==> config.mk <==
export PLATFORM = sky130hd
export DESIGN_NAME = instr_encoder
export DESIGN_NICKNAME = d
export VERILOG_FILES = /design/src/rtl/instr_encoder_pkg.sv /design/src/rtl/instr_encoder_imm_pack.sv /design/src/rtl/instr_encoder.sv
export SDC_FILE = /design/constraint.sdc
export NUM_CORES = 1
export LEC_CHECK = 0
export ABC_AREA = 1
export ABC_CLOCK_PERIOD_IN_PS = 1600
export CORE_UTILIZATION = 50
export DETAILED_ROUTE_END_ITERATION = 12
export HOLD_SLACK_MARGIN = 0.02
export PLACE_DENSITY_LB_ADDON = 0.08
export SLEW_MARGIN = 20
export SYNTH_ARGS = -nofsm -noshare
export SYNTH_HDL_FRONTEND = slang
export SYNTH_SLANG_ARGS = --single-unit
==> constraint.sdc <==
create_clock -name clk -period 1.6 [get_ports clk]
set_input_delay 0.32 -clock clk [delete_from_list [all_inputs] [get_ports clk]]
set_output_delay 0.32 -clock clk [all_outputs]
set_load 0.05 [all_outputs]
==> src/rtl/instr_encoder_pkg.sv <==
// Shared ExtOp codes and encoder result type; the codes match the immediate
// extractor and decoder control so all three agree on immediate formats.
package instr_encoder_pkg;

  typedef enum logic [2:0] {
    EXTOP_I = 3'b000,
    EXTOP_U = 3'b001,
    EXTOP_S = 3'b010,
    EXTOP_B = 3'b011,
    EXTOP_J = 3'b100
  } ext_op_e;

  typedef struct packed {
    logic [31:0] instr;
    logic        err;
  } pack_res_t;

  localparam int signed Imm12Min = -2048;
  localparam int signed Imm12Max = 2047;
  localparam int signed Imm13Min = -4096;
  localparam int signed Imm13Max = 4094;
  localparam int signed Imm21Min = -(2 ** 20);
  localparam int signed Imm21Max = (2 ** 20) - 2;

endpackage

==> src/rtl/instr_encoder_imm_pack.sv <==
// Combinational RV32I field packer with immediate range/alignment check.
module instr_encoder_imm_pack
  import instr_encoder_pkg::*;
(
  input  logic [2:0]  ExtOp,
  input  logic [31:0] imm,
  input  logic [6:0]  opcode,
  input  logic [4:0]  rd,
  input  logic [2:0]  funct3,
  input  logic [4:0]  rs1,
  input  logic [4:0]  rs2,
  output pack_res_t   res
);

  logic signed [31:0] imm_s;
  assign imm_s = $signed(imm);

  always_comb begin
    res = '0;
    unique case (ExtOp)
      EXTOP_I: begin
        res.instr = {imm[11:0], rs1, funct3, rd, opcode};
        res.err   = (imm_s < Imm12Min) || (imm_s > Imm12Max);
      end
      EXTOP_U: begin
        res.instr = {imm[31:12], rd, opcode};
        res.err   = (imm[11:0] != '0);
      end
      EXTOP_S: begin
        res.instr = {imm[11:5], rs2, rs1, funct3, imm[4:0], opcode};
        res.err   = (imm_s < Imm12Min) || (imm_s > Imm12Max);
      end
      EXTOP_B: begin
        res.instr = {imm[12], imm[10:5], rs2, rs1, funct3, imm[4:1], imm[11], opcode};
        res.err   = (imm_s < Imm13Min) || (imm_s > Imm13Max) || imm[0];
      end
      EXTOP_J: begin
        res.instr = {imm[20], imm[10:1], imm[11], imm[19:12], rd, opcode};
        res.err   = (imm_s < Imm21Min) || (imm_s > Imm21Max) || imm[0];
      end
      default: begin
        // Reserved ExtOp: emit a zero word flagged as an error.
        res.instr = '0;
        res.err   = 1'b1;
      end
    endcase
  end

endmodule

==> src/rtl/instr_encoder.sv <==
// Instruction encoder: packs fields into RV32I words and streams them with word
// addresses through a registered output stage backed by a 1-entry skid buffer.
module instr_encoder
  import instr_encoder_pkg::*;
#(
  parameter int unsigned ADDR_W = 10
) (
  input  logic              clk,
  input  logic              rst_n,
  input  logic              in_valid,
  output logic              in_ready,
  input  logic [2:0]        ExtOp,
  input  logic [31:0]       imm,
  input  logic [6:0]        opcode,
  input  logic [4:0]        rd,
  input  logic [2:0]        funct3,
  input  logic [4:0]        rs1,
  input  logic [4:0]        rs2,
  input  logic [6:0]        funct7,
  input  logic              addr_load,
  input  logic [ADDR_W-1:0] addr_base,
  output logic              out_valid,
  input  logic              out_ready,
  output logic [31:0]       out_instr,
  output logic [ADDR_W-1:0] out_addr,
  output logic              out_err
);

  pack_res_t pack;

  instr_encoder_imm_pack u_imm_pack (
    .ExtOp  (ExtOp),
    .imm    (imm),
    .opcode (opcode),
    .rd     (rd),
    .funct3 (funct3),
    .rs1    (rs1),
    .rs2    (rs2),
    .res    (pack)
  );

  // funct7 is reserved for a future R-type path.
  logic unused_funct7;
  assign unused_funct7 = ^funct7;

  logic              in_ready_q, in_ready_d;
  logic              out_valid_q, out_valid_d;
  logic [31:0]       out_instr_q, out_instr_d;
  logic [ADDR_W-1:0] out_addr_q, out_addr_d;
  logic              out_err_q, out_err_d;
  logic              skid_full_q, skid_full_d;
  logic [31:0]       skid_instr_q, skid_instr_d;
  logic [ADDR_W-1:0] skid_addr_q, skid_addr_d;
  logic              skid_err_q, skid_err_d;
  logic [ADDR_W-1:0] cnt_q, cnt_d;
  logic              accept;
  logic [ADDR_W-1:0] beat_addr;

  always_comb begin
    accept       = in_valid & in_ready_q;
    beat_addr    = addr_load ? addr_base : cnt_q;
    cnt_d        = cnt_q;
    out_valid_d  = out_valid_q;
    out_instr_d  = out_instr_q;
    out_addr_d   = out_addr_q;
    out_err_d    = out_err_q;
    skid_full_d  = skid_full_q;
    skid_instr_d = skid_instr_q;
    skid_addr_d  = skid_addr_q;
    skid_err_d   = skid_err_q;

    if (accept) begin
      cnt_d = beat_addr + ADDR_W'(1);
    end else if (addr_load) begin
      cnt_d = addr_base;
    end

    // in_ready_q implies an empty skid, so accept and skid drain never coincide.
    if (!out_valid_q || out_ready) begin
      if (skid_full_q) begin
        out_valid_d = 1'b1;
        out_instr_d = skid_instr_q;
        out_addr_d  = skid_addr_q;
        out_err_d   = skid_err_q;
        skid_full_d = 1'b0;
      end else if (accept) begin
        out_valid_d = 1'b1;
        out_instr_d = pack.instr;
        out_addr_d  = beat_addr;
        out_err_d   = pack.err;
      end else begin
        out_valid_d = 1'b0;
      end
    end else if (accept) begin
      skid_full_d  = 1'b1;
      skid_instr_d = pack.instr;
      skid_addr_d  = beat_addr;
      skid_err_d   = pack.err;
    end

    in_ready_d = !skid_full_d;
  end

  always_ff @(posedge clk or negedge rst_n) begin
    if (!rst_n) begin
      in_ready_q   <= 1'b0;
      out_valid_q  <= 1'b0;
      out_instr_q  <= '0;
      out_addr_q   <= '0;
      out_err_q    <= 1'b0;
      skid_full_q  <= 1'b0;
      skid_instr_q <= '0;
      skid_addr_q  <= '0;
      skid_err_q   <= 1'b0;
      cnt_q        <= '0;
    end else begin
      in_ready_q   <= in_ready_d;
      out_valid_q  <= out_valid_d;
      out_instr_q  <= out_instr_d;
      out_addr_q   <= out_addr_d;
      out_err_q    <= out_err_d;
      skid_full_q  <= skid_full_d;
      skid_instr_q <= skid_instr_d;
      skid_addr_q  <= skid_addr_d;
      skid_err_q   <= skid_err_d;
      cnt_q        <= cnt_d;
    end
  end

  assign in_ready  = in_ready_q;
  assign out_valid = out_valid_q;
  assign out_instr = out_instr_q;
  assign out_addr  = out_addr_q;
  assign out_err   = out_err_q;

endmodule

==> run metrics <==
FF-to-FF End cnt_q[6]; RSZ-0062 raised after global routing yes; DIE AREA 10800 um2; Startpoint Class input port; Post-synth ARST share 1.00; crit path DAT 1810 ps; overall power 9.65 mW; Worst path max stage delay 500 ps; Fin. Hold Viols 0; Setup Skew 12.4 ps; Post-synth EDFFs 0; Core Footprint 9910 um2; most numerous cell in the Yosys netlist nand2_1; total number of vias 5416; Worst IR Drop VDD 964 uV; critical path type in -> reg; # port buffers 119; register-to-register setup slack 90 ps; WP data required 1870 ps; synth cell count leaders nand2_1 (204), dfrtp_1 (99), nor2_1 (82); yosys warns 0; syn nets 774; CP Cell Sequence clkdlybuf4s50_1 -> nand2_1 -> nor2_1 -> nand2_1 -> nor2_1 -> nand2_1 -> nand3_1 -> nand2_1 -> nand2_1 -> nand2_1 -> nand2_1 -> nand3_1 -> nand2_1 -> nand2_1; pre-CTS setup slack -634 ps; first-pass iteration count of the detailed router 5; Crit. path cell count 14; Sink Count 99; maxcap violations 0; area fraction of the dominant cell type after synthesis 0.477; Routability Congestion 0.909; GRT Total Usage 0.298; CTS root buf clkbuf_8; Initial Util 0.524; synthesized area 5190 um2; Reg2Reg Depth 9; pwr dens 1230 nW/um2; number of CTS-inserted buffers 9; fill count 678; number of global-route vias before repair 5284; Setup crit start imm[5]; crit path capture out_err; crit path time final 1540 ps; Die Y 104 um; synth top area cells dfrtp_1 (48%), nand2_1 (15%), a21oi_1 (7.5%); gr ovfl total 0; CP delay by family, top simple AND/OR/NAND/NOR gates; crit-path most repeated cell nand2_1; Chip Width 104 um; Via density 5.22; Reg-to-Reg Start cnt_q[1]; cell count after synthesis 691; CP Buf/Inv Count 1; setup ws final 59.6 ps; HPWL after DPL 11500 um; I/O pin count 127; clk slew on worst S/H paths 90 ps; Crit. End Element register; ys flop type dfrtp_1; Setup Total Neg Slack 0 ps; final setup violation count 0; distinct cell type count after synthesis 37; f_max 0.649 GHz; Max Root-Sink Buffers 2; CP max-delay cell clkdlybuf4s50_1; DRC violations left 0; DR iter-0 viols 309; crit-path max FO 2; Slew HR 0.632; antenna-violating nets left 0; CTS H-tree depth 3; initial antenna violation count 1; fin crit share 0.963; area occupied by multi-input gates 2440 um2; pin count of the biggest net entering global routing 51; Synth area leader dfrtp_1; fraction of layout cells with a size suffix above 1 0.251; Nets 981; outcome finished, final reports clean; Seq. cell area 2480 um2; Area growth syn-to-layout 51.3%; Clock Latency Late Sink 380 ps; CTS tree yes; actual slew at the worst max-slew pin 553 ps; Final Slew Violations 0; Routed Wire Length 15800 um; routed len/inst 15.2 um; # rows 36; Leak 4.04 nW; first-pass GRT wire length 25500 um; Hold/Removal Path Class in -> reg; post-synthesis sequential area ratio 0.477; Seq cells post-synth 99; mean area per synthesized cell 7.51 um2
[per-layer routing]
| metal | global-route usage | wire length, um |
|---|---|---|
| met5 | 0 | 0 |
| met4 | 0.109 | 371 |
| met3 | 0.0439 | 914 |
| met2 | 0.503 | 7980 |
| met1 | 0.390 | 6540 |
[placed cells by master (no fill, tap or decap), types with 10 or more instances in the layout]
cell type / Yosys / final
dlygate4sd2_1: 0 / 11
nor2_1: 82 / 74
buf_12: 0 / 31
o21ai_0: 46 / 44
inv_2: 5 / 11
clkdlybuf4s50_1: 0 / 42
clkbuf_8: 0 / 10
nand2_1: 204 / 200
buf_4: 0 / 121
inv_1: 61 / 55
a21oi_1: 78 / 75
dfrtp_1: 99 / 97
dlymetal6s2s_1: 0 / 19
nand3_1: 20 / 18
[power breakdown]
part	internal [mW]	leakage, nW	switching, mW
logic	1.82	2.72	2.53
clock network	0.637	0.0962	0.928
registers	3.20	1.22	0.536
total	5.66	4.04	4.00
[worst min-delay path, stage by stage]
cell	delay [ps]
dlymetal6s2s_1	160
a22oi_1	130
o21ai_0	140
[final cells by class]
type | instances | share of cell area
tap | 133 | 0.0212
clock buffer | 10 | 0.0175
sequential | 99 | 0.316
inverter | 67 | 0.0324
multi-input combinational | 494 | 0.311
timing repair buffer | 227 | 0.294
clock inverter | 6 | 0.00749
antenna | 1 | 0.000319
[sequential cells by signal, summed over array words and instances, names as in the netlist]
| signal | flops |
|---|---|
| skid_addr_q | 10 |
| in_ready | 1 |
| skid_full_q | 1 |
| skid_instr_q | 32 |
| cnt_q | 10 |
| skid_err_q | 1 |
| out_valid | 1 |
| out_err | 1 |
| out_instr | 32 |
| out_addr | 10 |
[cells by family (layout without fill, tap and decap cells)]
family | after synthesis | count (layout) | synth area share
buf+inv | 98 | 310 | 0.0752
mux | 1 | 1 | 0.00193
compound gates | 151 | 151 | 0.155
simple gates | 332 | 332 | 0.272
flops | 99 | 99 | 0.477
other cells | 0 | 1 | 0
fa+ha+maj | 1 | 1 | 0.00241
xor+xnor | 9 | 9 | 0.0152
[through the flow]
stage	instances	utilization	instance area [um2]	hold WS, ps
global placement	1017	0.758	7510	287
CTS	1036	0.780	7730	437
floorplan	691	-	5230	24.4
global route	1037	0.792	7850	440
finish	1037	0.792	7850	416
detailed placement	1017	0.758	7510	295
[repair_timing]
action,in CTS,in global routing
setup endpoints to repair,9,61
hold endpoints to repair,27,0
resized for setup,19,41
setup buffers,2,0
pin swaps,9,15
hold buffers,1,0
[how the worst min path moves through the flow]
| stage | start | end | slack (ps) | cells after the start |
|---|---|---|---|---|
| finish | imm[3] | skid_instr_q[10] | 420 | 3 |
| global placement | rst_n | out_instr[22] | 290 | 1 |
| floorplan | rst_n | cnt_q[0] | 20 | 0 |
| CTS | rst_n | cnt_q[3] | 440 | 2 |
| global route | imm[3] | skid_instr_q[10] | 440 | 3 |
| detailed placement | rst_n | out_instr[22] | 290 | 1 |
No activity file was read; power rests on OpenSTA's default activity.
